===== src/rtl/ccr_pkg.sv =====
// rtl/ccr_pkg.sv - shared constants and encodings for the CCR/branch unit
package ccr_pkg;

  localparam int CCR_W  = 3;
  localparam int FLAG_Z = 0;
  localparam int FLAG_N = 1;
  localparam int FLAG_C = 2;

  typedef enum logic [1:0] {
    BR_JZ  = 2'b00,
    BR_JN  = 2'b01,
    BR_JC  = 2'b10,
    BR_JMP = 2'b11
  } br_cond_e;

endpackage


===== src/rtl/ccr_stack.sv =====
// rtl/ccr_stack.sv - parameterised LIFO holding saved CCR values
module ccr_stack #(
  parameter int DEPTH = 2,
  parameter int W     = 3
) (
  input  logic         clk,
  input  logic         rst_n,
  input  logic         push,
  input  logic         pop,
  input  logic [W-1:0] din,
  output logic [W-1:0] dout,
  output logic         empty,
  output logic         full
);

  localparam int PTR_W = $clog2(DEPTH + 1);

  logic [PTR_W-1:0] ptr;
  logic [W-1:0]     mem [DEPTH];

  assign empty = (ptr == '0);
  assign full  = (ptr == PTR_W'(DEPTH));

  // Top of stack lives one slot below the pointer.
  always_comb begin
    dout = '0;
    for (int i = 0; i < DEPTH; i++) begin
      if (ptr == PTR_W'(i + 1)) dout = mem[i];
    end
  end

  always_ff @(posedge clk or negedge rst_n) begin
    if (!rst_n) begin
      ptr <= '0;
      for (int i = 0; i < DEPTH; i++) mem[i] <= '0;
    end else if (push && !full) begin
      for (int i = 0; i < DEPTH; i++) begin
        if (ptr == PTR_W'(i)) mem[i] <= din;
      end
      ptr <= ptr + 1'b1;
    end else if (pop && !empty) begin
      ptr <= ptr - 1'b1;
    end
  end

endmodule


===== src/rtl/ccr_branch_unit.sv =====
// rtl/ccr_branch_unit.sv - condition code register, jump resolution and CCR save stack
module ccr_branch_unit
  import ccr_pkg::*;
#(
  parameter int STACK_DEPTH = 2,
  parameter int ADDR_W      = 16
) (
  input  logic              clk,
  input  logic              rst_n,
  input  logic [CCR_W-1:0]  alu_flag,
  input  logic [CCR_W-1:0]  flag_we,
  input  logic              set_c,
  input  logic              clr_c,
  input  logic              br_valid,
  input  logic [1:0]        br_cond,
  input  logic [ADDR_W-1:0] br_target,
  input  logic              save,
  input  logic              restore,
  input  logic              stall,
  output logic [CCR_W-1:0]  ccr,
  output logic              br_taken,
  output logic [ADDR_W-1:0] br_pc,
  output logic              stack_empty,
  output logic              stack_full,
  output logic              stack_err
);

  logic [CCR_W-1:0] ccr_q, ccr_d, eff, nxt, stk_dout;
  logic             cond_true, take, push, pop, err_set;

  // Flags as this cycle's instruction sees them: ALU forwarding, then SETC/CLRC.
  always_comb begin
    eff = ccr_q;
    for (int i = 0; i < CCR_W; i++) begin
      if (flag_we[i]) eff[i] = alu_flag[i];
    end
    if (set_c) eff[FLAG_C] = 1'b1;
    if (clr_c) eff[FLAG_C] = 1'b0;
  end

  always_comb begin
    cond_true = 1'b0;
    case (br_cond_e'(br_cond))
      BR_JZ:   cond_true = eff[FLAG_Z];
      BR_JN:   cond_true = eff[FLAG_N];
      BR_JC:   cond_true = eff[FLAG_C];
      BR_JMP:  cond_true = 1'b1;
      default: cond_true = 1'b0;
    endcase
    take = br_valid && cond_true;
    nxt  = eff;
    if (take && (br_cond_e'(br_cond) != BR_JMP)) nxt[br_cond] = 1'b0;
  end

  always_comb begin
    ccr_d   = nxt;
    push    = 1'b0;
    pop     = 1'b0;
    err_set = 1'b0;
    if (save && restore) begin
      err_set = 1'b1;
    end else if (restore) begin
      if (!stack_empty) begin
        pop   = 1'b1;
        ccr_d = stk_dout;
      end else begin
        err_set = 1'b1;
      end
    end else if (save) begin
      if (!stack_full) push = 1'b1;
      else             err_set = 1'b1;
    end
  end

  always_ff @(posedge clk or negedge rst_n) begin
    if (!rst_n) begin
      ccr_q     <= '0;
      br_taken  <= 1'b0;
      br_pc     <= '0;
      stack_err <= 1'b0;
    end else if (stall) begin
      br_taken <= 1'b0;
    end else begin
      ccr_q    <= ccr_d;
      br_taken <= take;
      if (take) br_pc <= br_target;
      if (err_set) stack_err <= 1'b1;
    end
  end

  ccr_stack #(
    .DEPTH (STACK_DEPTH),
    .W     (CCR_W)
  ) u_stack (
    .clk   (clk),
    .rst_n (rst_n),
    .push  (push && !stall),
    .pop   (pop && !stall),
    .din   (nxt),
    .dout  (stk_dout),
    .empty (stack_empty),
    .full  (stack_full)
  );

  assign ccr = ccr_q;

endmodule


===== config.mk =====
export PLATFORM = sky130hd
export DESIGN_NAME = ccr_branch_unit
export DESIGN_NICKNAME = d
export VERILOG_FILES = /design/src/rtl/ccr_pkg.sv /design/src/rtl/ccr_stack.sv /design/src/rtl/ccr_branch_unit.sv
export SDC_FILE = /design/constraint.sdc
export NUM_CORES = 1
export LEC_CHECK = 0
export ABC_AREA = 1
export CAP_MARGIN = 20
export CORE_ASPECT_RATIO = 0.8
export CORE_MARGIN = 2
export CORE_UTILIZATION = 43
export DETAILED_ROUTE_END_ITERATION = 10
export GPL_TIMING_DRIVEN = 0
export HOLD_SLACK_MARGIN = 0.15
export PLACE_DENSITY = 0.82
export SLEW_MARGIN = 5
export SYNTH_ARGS = -nofsm -noshare
export SYNTH_HDL_FRONTEND = slang
export SYNTH_SLANG_ARGS = --single-unit

===== constraint.sdc =====
create_clock -name clk -period 1.9 [get_ports clk]
set_input_delay 0.475 -clock clk [delete_from_list [all_inputs] [get_ports clk]]
set_output_delay 0.475 -clock clk [all_outputs]
set_load 0.03 [all_outputs]

* Word-level counts from Yosys, hierarchy flattened
Cells that the tools add are included.
** Operators by class
- Add/subtract/negate cells :: 2
- Magnitude comparators :: 2
- Eq/ne operators :: 6
- Muxes and demuxes :: 29
- Bitwise logic cells :: 3
- Reduce and logical (&&, ||, !) cells :: 18
** Operator list (count)
- 1-bit 2-to-1 mux :: 19
- 3-bit 2-to-1 mux :: 6
- 1-bit logical AND :: 8
- 2-bit AND reduction :: 4
- 2-bit equality test, second input constant :: 3
- 2-bit by 1-bit equality test with 1-bit output, second input constant :: 2
- 2-bit logical NOT :: 2
- 2-bit 2-to-1 mux :: 2
- 1-bit one-hot mux with 4 select lines :: 1
- 3-bit bitwise AND :: 1
- 1-bit logical NOT :: 3
- 2-bit by 3-bit less-than comparator with 1-bit output, second input constant :: 1
- 3-bit NOT :: 1
- 2-bit by 1-bit adder with 2-bit output, second input constant :: 1
- 1-bit demux with 2-bit select :: 1
- 2-bit by 1-bit >= comparator with 1-bit output, second input constant :: 1
- 2-bit != test, second input constant :: 1
- 2-bit nonzero test :: 1
- 2-bit by 1-bit subtractor with 2-bit output, second input constant :: 1
- 1-bit NOT :: 1
** Storage, ports and cells
- Flip-flop bits (word level) :: 29

* Logic depth before layout (Yosys ltp)
Gate-level depths: netlist (run 1).
- Depth in word-level cells :: 10
- Gate-level depth with buffers :: 11
- Mapped depth without buffers :: 10

* By module
From an unflattened synthesis (run 1), not the netlist that was laid out.
** Second synthesis, totals
- Cells, all modules :: 185
- Area total of the unflattened synthesis :: 1465.2 um2
** Modules (own cells, without submodules)
- ccr_branch_unit :: times used 1, cells each 129, area an instance 1041.0 um2, sequential area each 525.5 um2
- ccr_stack :: times used 1, cells each 56, area an instance 424.2 um2, sequential area each 200.2 um2

* Least setup slack after synthesis (run 1)
Ideal clock, no wire load.
- Path kind :: register -> register
- Start :: register u_stack.ptr[0]
- End :: register u_stack.mem[4] (netlist bit)
- Arrival time :: 1431 ps
- Data required time :: 1783 ps
- Path slack :: 351 ps
- Stages on the path, launching flop included :: 10
- Buffers on the path :: 0
- Cell sequence :: dfrtp_1 > inv_1 > ha_1 > inv_1 > nand4_1 > inv_1 > nand2_1 > inv_1 > nand3_1 > nand2_1
** Between the ends
- Cells in the longest elaborated chain, start to end :: 8
- Elaborated cells between the ends (all ways) :: 10
- Classes of those cells :: eq/ne (1); mux (4); reduce/logical (5)
** Ends and longest elaborated chain
- start: declaration :: RTL line ccr_stack.sv:18 : logic [PTR_W-1:0] ptr;
- start signal: assignment :: RTL line ccr_stack.sv:40 : ptr <= ptr + 1'b1;
- start signal: assignment :: RTL line ccr_stack.sv:42 : ptr <= ptr - 1'b1;
- 2-bit equality test * :: RTL line ccr_stack.sv:22 : assign full = (ptr == PTR_W'(DEPTH));
- net stack_full :: RTL line ccr_branch_unit.sv:24 : output logic stack_full,
- 1-bit 2-to-1 mux :: RTL line ccr_branch_unit.sv:70 : if (!stack_full) push = 1'b1;
- 1-bit 2-to-1 mux :: RTL line ccr_branch_unit.sv:69 : end else if (save) begin
- 1-bit 2-to-1 mux :: RTL line ccr_branch_unit.sv:62 : end else if (restore) begin
- 1-bit 2-to-1 mux :: RTL line ccr_branch_unit.sv:60 : if (save && restore) begin
- 1-bit logical AND :: RTL line ccr_branch_unit.sv:97 : .push (push && !stall),
- 1-bit logical AND * :: RTL line ccr_stack.sv:36 : end else if (push && !full) begin
- 2-bit AND reduction (no source line) *
- end signal: indexed assignment :: RTL line ccr_stack.sv:38 : if (ptr == PTR_W'(i)) mem[i] <= din;
- end: declaration :: RTL line ccr_stack.sv:19 : logic [W-1:0] mem [DEPTH];
The timed path passes the listed nets; every way through them passes the cells marked *.
A chain may end at the register's enable or synchronous reset.

* Worst setup path in the final report (run 1)
- Start :: register ccr_q[1] (netlist: ccr[1])
- End :: output port ccr[1]
** RTL lines
- start: declaration :: RTL line ccr_branch_unit.sv:28 : logic [CCR_W-1:0] ccr_q, ccr_d, eff, nxt, stk_dout;
- start signal: assignment :: RTL line ccr_branch_unit.sv:84 : ccr_q <= ccr_d;
- end: declaration :: RTL line ccr_branch_unit.sv:20 : output logic [CCR_W-1:0] ccr,
No word-level cell between the ends.

==> flow_summary.toml, run 1 <==
[hold_path]
worstHoldPathType = "flip-flop to flip-flop"

[placed_design]
post-dp-hpwl_um = 2540
place_congestion = 0.815
dp.cells = 268
dp_slack_ns = -0.104
io_buffers = 54

[route]
via_count = 1316
drt_wl_total_um = 3320
drtIter0Drc = 73
detail_route.first_pass.iterations = 4
ant_nets = 0
drc_errors = 0
wl_per_cell_um = 12.0
viasPerCell = 4.77

[timing]
fin_ws_ns = 0.0844
fin_skew_ns = 0.00225
worst_pin_slew_ns = 0.488
slew_violations = 0
hold_viol_final = 0
fmax_ghz = 0.551
fin_hold_ws_ns = 0.466
fin_crit_sh_pct = 95.6
timing.slew.headroom_pct = 67.3
rsz0062_at_grt = "false"
min_period_ns = 1.82
setup_viol = 0
setup_tns_ns = 0

[global_routing]
grt.overflow.total = 0
grt_usage_pct = 19.8
grt_pass1_wl_um = 5620
grt_max_degree = 21
grt_pass1_vias = 1223
antenna_found_initial = 0

[worst_setup_path]
r2r_cells = 8
worst_r2r_startpoint = "u_stack.ptr[0]"
crit_type = "flip-flop to output port"
worstSetupEndpoint = "ccr[1]"
critical_path_depth = 1
start_kind = "flip-flop"
cp_slowest_stage_delay_ns = 0.68
cp.arrival_ns = 1.34
required_ns = 1.42
reg2reg_to = "u_stack.ptr[0]"
startpoint = "ccr[1]"
crit_fanout = 3
ff2ff_setup_slack_ns = 0.40
worst_path_max_delay_cell = "clkdlybuf4s50_1"
end_kind = "output port"
cp_num_buf_inv = 1
cp_cell_sequence = "clkdlybuf4s50_1"
path_delay_family = "buffers and inverters"

[logic_synthesis]
ys_types = 27
synth-seq-cells = 29
yosys.area_share.simple_pct = 25.0
synth_area_mm2 = 0.00142
syn-num-nets = 208
yosysWarnings = 0
synth.area.mux_share_pct = 0
synth_xor_area_share_pct = 0.616
yosysSeqAreaShare_pct = 51.0
synthCells = 173
synth_top_family_by_area = "simple AND/OR/NAND/NOR gates"
synthAdderAreaFrac_pct = 2.64
avgSynthCellArea_um2 = 8.22
synth-compound-area-share_pct = 12.0

[floorplanning]
std_cell_rows = 18
dieArea_mm2 = 0.00379
dieWidth_um = 68.3
coreArea_mm2 = 0.00313
initial_core_util_pct = 45.4
die_y_um = 55.4
io_pins = 55

[finish]
drive_gt1_share_pct = 7.20
final_common_cell = "nand2_1"
nets = 270
multi_input_area_um2 = 576
stdcell_count = 276
final_cell_mix = "nand2_1 (62), clkdlybuf4s50_1 (52), dfrtp_1 (29)"
nFillCells = 274
seq_area_um2 = 726
antenna_cells = 0
syn2layout_area_growth_pct = 47.8

[clock_tree]
cts_num_sinks = 29
htreeDepth = 2
clock_latency_ns = 0.28
cts_tree = "built"
clock-root-buffer = "clkbuf_8"
ctsLongestPathBuffers = 2
cts_made_buffers = 5
clkTransAtPathRegs_ns = 0.06

[status]
outcome = "complete, no violations"

[pwr]
irDropWorstVdd_v = 0.000657
p_total_mw = 2.27
leakage_nw = 1.05
power_density_mw_per_mm2 = 1080

[job]
maxCapViolCount = 0
how the worst min path moves through the flow:
stage / from / end / slack, ns / depth (start not counted)
CTS: stack_err / stack_err / 0.47 / 2
global placement: stack_err / stack_err / 0.45 / 2
floorplan: rst_n / br_pc[0] / 0.18 / 0
finish: stack_err / stack_err / 0.47 / 2
detailed placement: stack_err / stack_err / 0.45 / 2
global route: stack_err / stack_err / 0.48 / 2
metrics by stage:
stage                     util, %  area [um2]
after global routing         67.2        2100
after detailed placement     64.8        2030
after CTS                    67.5        2110
after global placement       64.3        2010
final                        67.2        2100
after floorplan                 -        1420
timing repair:
item,in CTS,in global routing
endpoints found under the hold margin,0,0
buffers inserted,0,0
hold buffers,0,0
resized for setup,5,4
setup endpoints to repair,2,2
layout make-up:
| class | count | area share [%] |
|---|---|---|
| buffer | 4 | 1.61 |
| clock buffer | 6 | 3.45 |
| clock inverter | 2 | 0.476 |
| inverter | 24 | 4.28 |
| multi-input combinational | 116 | 27.4 |
| sequential | 29 | 34.5 |
| tap | 40 | 2.38 |
| timing repair buffer | 55 | 25.9 |
flip-flops by register name, indices dropped and copies added, names as in the netlist:
signal,count
stack_err,1
u_stack.mem,6
br_taken,1
u_stack.ptr,2
br_pc,16
ccr,3
metal layers:
metal / share of wire (%) / global-route usage [%]
met4: 0.24 / 5.14
met5: 0 / 0
met2: 44 / 28.8
met1: 47 / 26.9
met3: 9.2 / 8.35
report_power, final:
group | leakage, nW | internal (mW) | switching (mW)
Combinational | 0.646 | 0.378 | 0.536
Clock | 0.0450 | 0.253 | 0.226
Sequential | 0.361 | 0.782 | 0.0948
Total | 1.05 | 1.41 | 0.857
kinds of logic (layout without fill, tap and decap cells):
kind of cell	Yosys count	in the layout
AND/OR/NAND/NOR	82	82
XOR/XNOR	1	1
buffers and inverters	28	91
flip-flops	29	29
AO/OA/AOI/OAI	30	30
adder cells (fa/ha/maj)	3	3
cells in the mapped netlist:
cell | n | area [um2]
nand3_1 | 5 | 25.0
nand2_4 | 1 | 11.3
nor3_1 | 1 | 5.00
nor2_2 | 1 | 6.26
o21ai_1 | 9 | 45.0
nor2_1 | 6 | 22.5
o211ai_1 | 1 | 7.51
o21ai_0 | 11 | 55.1
ha_1 | 3 | 37.5
clkbuf_1 | 2 | 7.51
inv_1 | 24 | 90.1
buf_6 | 1 | 11.3
dfrtp_1 | 29 | 726
nor2_8 | 1 | 20.0
nand2_1 | 62 | 233
a22oi_1 | 3 | 22.5
o221ai_1 | 1 | 8.76
a31oi_1 | 1 | 6.26
nand3b_1 | 1 | 7.51
and2_1 | 1 | 6.26
a2bb2oi_1 | 1 | 8.76
nand4_1 | 2 | 12.5
o31ai_1 | 1 | 7.51
buf_8 | 1 | 15.0
nand2_2 | 1 | 6.26
xor2_1 | 1 | 8.76
a21oi_1 | 2 | 10.0
(Power assumes the default switching activity.)
==> inputs of run 2 (changes only) <==
--- a/config.mk
+++ b/config.mk
@@ -5,15 +5,15 @@
 export SDC_FILE = /design/constraint.sdc
 export NUM_CORES = 1
 export LEC_CHECK = 0
-export ABC_AREA = 1
 export CAP_MARGIN = 20
 export CORE_ASPECT_RATIO = 0.8
 export CORE_MARGIN = 2
-export CORE_UTILIZATION = 43
+export CORE_UTILIZATION = 42
 export DETAILED_ROUTE_END_ITERATION = 10
 export GPL_TIMING_DRIVEN = 0
 export HOLD_SLACK_MARGIN = 0.15
-export PLACE_DENSITY = 0.82
+export PLACE_DENSITY = 0.81
+export SKIP_CTS_REPAIR_TIMING = 1
 export SLEW_MARGIN = 5
 export SYNTH_ARGS = -nofsm -noshare
 export SYNTH_HDL_FRONTEND = slang
==> run 2 against run 1 <==
  * Register-to-register slack lost 0.34 ns
  * Flip-flop and latch count is the same
  * Cell count shrank 21%
  * Critical path depth grew 5
  * Die area shrank 1.3%
  * Maximum frequency shrank 2.4%
  * Worst hold slack gained 0.0073 ns
  * Synthesized cell count shrank 38%
  * Non-clock buffer count grew 7
  * Combinational power grew 19%
  * First-iteration DRC count shrank 26%
  * Critical endpoint is now ccr[1]
==> flow_summary.toml, run 2 <==
[clock_tree]
clock-root-buffer = "clkbuf_8"
cts_tree = "built"
clock_latency_ns = 0.28
cts_made_buffers = 5
clkTransAtPathRegs_ns = 0.06
cts_num_sinks = 29
htreeDepth = 2
ctsLongestPathBuffers = 2

[route]
wl_met1_um = 1440
viasPerCell = 4.99
highest_layer = "met4"
dr_wl_met2_um = 1590
detail_route.first_pass.iterations = 4
ant_nets = 0
wl_met3_um = 254
drt_wl_total_um = 3330
via_count = 1088
drtIter0Drc = 54
wl_per_cell_um = 15.3
drc_errors = 0

[finish]
drive_gt1_share_pct = 28.7
antenna_cells = 0
largest_reg_flops = 16
nets = 212
regMostFlops = "br_pc"
final_common_cell = "clkdlybuf4s50_1"
final_cell_mix = "clkdlybuf4s50_1 (46), dfrtp_1 (29), mux2_2 (13)"
syn2layout_area_growth_pct = 60.0
nFillCells = 229
fin_area_mm2 = 0.00219

[worst_setup_path]
crit_fanout = 6
cp_slowest_stage_delay_ns = 0.55
crit_type = "input port to flip-flop"
worst_path_max_delay_cell = "clkdlybuf4s50_1"
required_ns = 2.04
cp_cell_sequence = "clkdlybuf4s50_1, or3b_1, clkbuf_1, a221o_1, o21ai_0, o21ai_0"
cp.arrival_ns = 2.00
end_kind = "flip-flop"
ff2ff_setup_slack_ns = 0.06
start_kind = "input port"
timing.critical_path.mode_cell = "o21ai_0"

[logic_synthesis]
synth_commonest_cells = "dfrtp_1 (29), mux2_2 (13), mux2_4 (9)"
yosysSeqAreaShare_pct = 53.0
syn-num-nets = 142
synth_area_mm2 = 0.00137
yosysTopAreaCellShare_pct = 53.0
synth-edff-count = 0
synth_area_leaders = "dfrtp_1 (53%), mux2_2 (11%), mux2_4 (9.9%)"
synth-seq-cells = 29
synthCells = 107
synthArstFlopShare_pct = 100
synth_top_cell_by_area = "dfrtp_1"
ys_types = 25
synth-main-ff-cell = "dfrtp_1"
avgSynthCellArea_um2 = 12.8
yosysMostFrequentCell = "dfrtp_1"
yosysWarnings = 0

[floorplanning]
die_y_um = 55.1
dieArea_mm2 = 0.00374
initial_core_util_pct = 44.1
io_pins = 55
std_cell_rows = 18
coreArea_mm2 = 0.00311
dieWidth_um = 67.9

[pwr]
p_sw_share_pct = 35.2
p_total_mw = 2.56
pwr-share-clk_pct = 21.8
power_frac_comb_pct = 42.6
power_density_mw_per_mm2 = 1170
leakage_nw = 1.02
pwr-share-seq_pct = 35.7
internal_power_mw = 1.66
switchingPower_mw = 0.901
irDropWorstVdd_v = 0.000618

[timing]
setup_viol = 0
hold_viol_final = 0
worst_pin_slew_ns = 0.744
rsz0062_at_grt = "true"
timing.slew.headroom_pct = 50.2
fin_crit_sh_pct = 97.9
fin_skew_ns = 0.00429
fin_hold_ws_ns = 0.473
fmax_ghz = 0.538
slew_violations = 0
min_period_ns = 1.86

[hold_path]
worstHoldPathType = "flip-flop to flip-flop"

[placed_design]
place_area_mm2 = 0.00198
io_buffers = 54
place_congestion = 0.773
post-dp-hpwl_um = 2370

[status]
outcome = "complete, no violations"

[job]
maxCapViolCount = 0

[global_routing]
antenna_found_initial = 0
grt_usage_pct = 19.1
grt_pass1_vias = 1114
grt_max_degree = 17
grt.overflow.total = 0
grt_pass1_wl_um = 5090
## run 2: logic make-up (layout without fill, tap and decap cells)
logic type	count (synthesis)	in the layout	share of synthesized area (%)
adders and majority gates	3	3	2.74
xor gates and xnor gates	1	1	0.639
buffers and inverters	10	81	3.29
DFF	29	29	53.0
and+or+nand+nor	17	17	6.67
muxes	25	25	22.7
AOI/OAI and AO/OA	22	22	11.0
## run 2: worst max-delay path: cells and delay by family
family / cells / cell delay, ns
AOI/OAI and AO/OA: 3 / 0.44
buffers and inverters: 2 / 0.72
and+or+nand+nor: 1 / 0.36
## run 2: power by group through the flow
stage	combinational [mW]	clock [mW]	sequential (mW)
floorplan	0.462	0	1.10
global placement	1.04	0	0.902
detailed placement	1.08	0	0.913
CTS	1.08	0.575	0.909
global route	1.16	0.602	0.935
finish	1.09	0.557	0.913
## run 2: routing by layer
layer	up-vias	GRT usage [%]
met1	519	22.9
met2	47	32.8
li1	517	-
met4	0	6.00
met5	-	0
met3	5	6.48
## run 2: through the flow
| stage | std cells | utilization, % | setup TNS, ns | worst slack (ns) |
|---|---|---|---|---|
| after CTS | 210 | 66.8 | -3.89 | -0.411 |
| final | 218 | 70.5 | 0 | 0.0401 |
| after global placement | 201 | 63.1 | -9.22 | -0.466 |
| after global routing | 218 | 70.5 | -0.296 | -0.0530 |
| after detailed placement | 202 | 63.6 | -9.78 | -0.554 |
| after floorplan | 107 | - | 0 | 0.0760 |
## run 2: area by class of cell
class,instances,area [um2],area share (%)
Sequential cell,29,726,33.1
Clock buffer,7,96.3,4.39
Tap cell,40,50.0,2.28
Timing Repair Buffer,63,642,29.3
Inverter,7,26.3,1.20
Clock inverter,1,5.00,0.228
Buffer,3,27.5,1.26
Multi-Input combinational cell,68,619,28.3
## run 2: final timing paths
kind / from / end / cells after the start
setup / recovery: restore / ccr[1] / 6
hold / removal: stack_err / stack_err / 1
setup reg to reg: u_stack.ptr[0] / u_stack.mem[1] / 6
hold reg to reg: stack_err / stack_err / 1
max in group asynchronous: rst_n / br_pc[6] / 2
min in group asynchronous: rst_n / u_stack.mem[1] / 1
==> inputs of run 3 (changes only) <==
--- a/config.mk
+++ b/config.mk
@@ -8,11 +8,11 @@
 export CAP_MARGIN = 20
 export CORE_ASPECT_RATIO = 0.8
 export CORE_MARGIN = 2
-export CORE_UTILIZATION = 42
+export CORE_UTILIZATION = 45
 export DETAILED_ROUTE_END_ITERATION = 10
 export GPL_TIMING_DRIVEN = 0
 export HOLD_SLACK_MARGIN = 0.15
-export PLACE_DENSITY = 0.81
+export PLACE_DENSITY = 0.86
 export SKIP_CTS_REPAIR_TIMING = 1
 export SLEW_MARGIN = 5
 export SYNTH_ARGS = -nofsm -noshare
==> constraint.sdc (replaced) <==
create_clock -name clk -period 2.39 [get_ports clk]
set_input_delay 0.5975 -clock clk [delete_from_list [all_inputs] [get_ports clk]]
set_output_delay 0.5975 -clock clk [all_outputs]
set_load 0.03 [all_outputs]
==> run 3 against run 2 <==
  * Final area is 3.8% lower
  * Wire length is 0.18% higher
  * Clock-buffer cell count did not move
  * Critical endpoint is now br_pc[6]
  * Clock skew barely moved
  * Sequential power decreased by 21%
  * Total power decreased by 23%
  * Critical path depth up 1
  * First-iteration DRC count fell by 44%
  * Non-clock buffer count down 2
  * Die area fell by 6.2%
  * Combinational power shrank 20%
  * Cell count fell by 2.3%
==> flow_summary.toml, run 3 (synthesis results as in run 2) <==
[placed_design]
place_congestion = 0.873
dp_slack_ns = -0.190
place_area_mm2 = 0.00197
io_buffers = 54
post-dp-hpwl_um = 2540
dp.cells = 200

[global_routing]
antenna_found_initial = 0
grt_usage_pct = 21.3
globalRoute.busiestLayer = "met2"
use_met2_pct = 36.2
grt_max_degree = 18
grt_pass1_vias = 1109
met3_usage_pct = 7.23
grt_pass1_wl_um = 5300
grt.overflow.total = 0
grt_use_met1_pct = 25.9

[floorplanning]
initial_core_util_pct = 48.4
coreArea_mm2 = 0.00283
std_cell_rows = 17
io_pins = 55
dieWidth_um = 65.7
dieArea_mm2 = 0.00350
die_y_um = 53.4

[finish]
seq_area_um2 = 726
stdcell_count = 213
final_cell_mix = "clkdlybuf4s50_1 (52), dfrtp_1 (29), mux2_2 (13)"
antenna_cells = 0
fin_area_mm2 = 0.00211
multi_input_area_um2 = 599
regMostFlops = "br_pc"
nFillCells = 190
drive_gt1_share_pct = 22.3
nets = 210
largest_reg_flops = 16
final_common_cell = "clkdlybuf4s50_1"
syn2layout_area_growth_pct = 54.0

[clock_tree]
htreeDepth = 2
cts_tree = "built"
clock_latency_ns = 0.26
cts_made_buffers = 5
clock-root-buffer = "clkbuf_8"
clkTransAtPathRegs_ns = 0.06
cts_num_sinks = 29
ctsLongestPathBuffers = 2

[worst_setup_path]
r2r_cells = 6
crit_fanout = 10
reg2reg_to = "u_stack.mem[3]"
start_kind = "input port"
cp_cell_sequence = "clkdlybuf4s50_1, mux2i_1, o21ai_0, o21ai_2, buf_4, buf_6, mux2_4"
cp_slowest_stage_delay_ns = 0.47
end_kind = "flip-flop"
cp.arrival_ns = 2.24
crit_type = "input port to flip-flop"
startpoint = "flag_we[0]"
required_ns = 2.54
worst_path_max_delay_cell = "clkdlybuf4s50_1"
ff2ff_setup_slack_ns = 0.53
worstSetupEndpoint = "br_pc[6]"
worst_r2r_startpoint = "u_stack.ptr[0]"

[route]
drt_wl_total_um = 3340
detail_route.first_pass.iterations = 4
drtIter0Drc = 30
ant_nets = 0
drc_errors = 0
wl_per_cell_um = 15.7
via_count = 1079
viasPerCell = 5.07

[timing]
fin_skew_ns = 0.00382
worst_pin_slew_ns = 0.622
fin_ws_ns = 0.297
rsz0062_at_grt = "false"
fin_crit_sh_pct = 87.6
timing.slew.headroom_pct = 58.4
fmax_ghz = 0.478
hold_viol_final = 0
slew_violations = 0
setup_viol = 0
min_period_ns = 2.09

[status]
outcome = "complete, no violations"

[hold_path]
worstHoldPathType = "flip-flop to flip-flop"

[pwr]
irDropWorstVdd_v = 0.000602
p_total_mw = 1.98
power_density_mw_per_mm2 = 937
leakage_nw = 0.965

[job]
maxCapViolCount = 0
-- run 3: cell types whose count changed in the layout (fill, tap and decap cells not counted), moves of 2 or more --
cell	previous run	this run
mux2i_2	3	0
clkbuf_2	2	0
dlymetal6s2s_1	6	2
clkdlybuf4s50_1	46	52
mux2i_1	0	3
-- run 3: layout make-up --
class / count / area share (%)
plain buffers: 3 / 0.890
clock buffers: 7 / 4.09
inverters: 7 / 1.25
multi-input cells: 68 / 28.4
flip-flops and latches: 29 / 34.4
well taps: 38 / 2.25
repair buffers: 61 / 28.7
-- run 3: critical path, delay by kind of cell --
| family | cells | cell delay [ns] |
|---|---|---|
| AO/OA/AOI/OAI | 2 | 0.27 |
| buffers and inverters | 3 | 0.82 |
| multiplexers | 2 | 0.55 |
-- run 3: layer usage --
metal | part of all wire [%] | wire length, um
met5 | 0 | 0
met2 | 52 | 1730
met1 | 42 | 1400
met3 | 5.0 | 166
met4 | 1.1 | 38
-- run 3: power breakdown --
part	switching (mW)	internal (mW)
sequential	0.0857	0.638
clock	0.159	0.228
combinational	0.445	0.422
-- run 3: worst min-delay path by stage --
stage / startpoint / end / slack (ns) / cells past startpoint
floorplan: rst_n / br_pc[0] / 0.30 / 0
global placement: stack_err / stack_err / 0.45 / 1
detailed placement: stack_err / stack_err / 0.46 / 1
CTS: stack_err / stack_err / 0.48 / 1
global route: stack_err / stack_err / 0.52 / 1
finish: stack_err / stack_err / 0.48 / 1
-- run 3: stage by stage --
| stage | utilization [%] | hold WS [ns] | TNS (ns) |
|---|---|---|---|
| after floorplan | - | 0.302 | 0 |
| after global placement | 69.2 | 0.454 | -1.00 |
| after detailed placement | 69.7 | 0.457 | -1.71 |
| after CTS | 72.8 | 0.479 | -0.0000483 |
| after global routing | 74.6 | 0.518 | 0 |
| final | 74.6 | 0.478 | 0 |
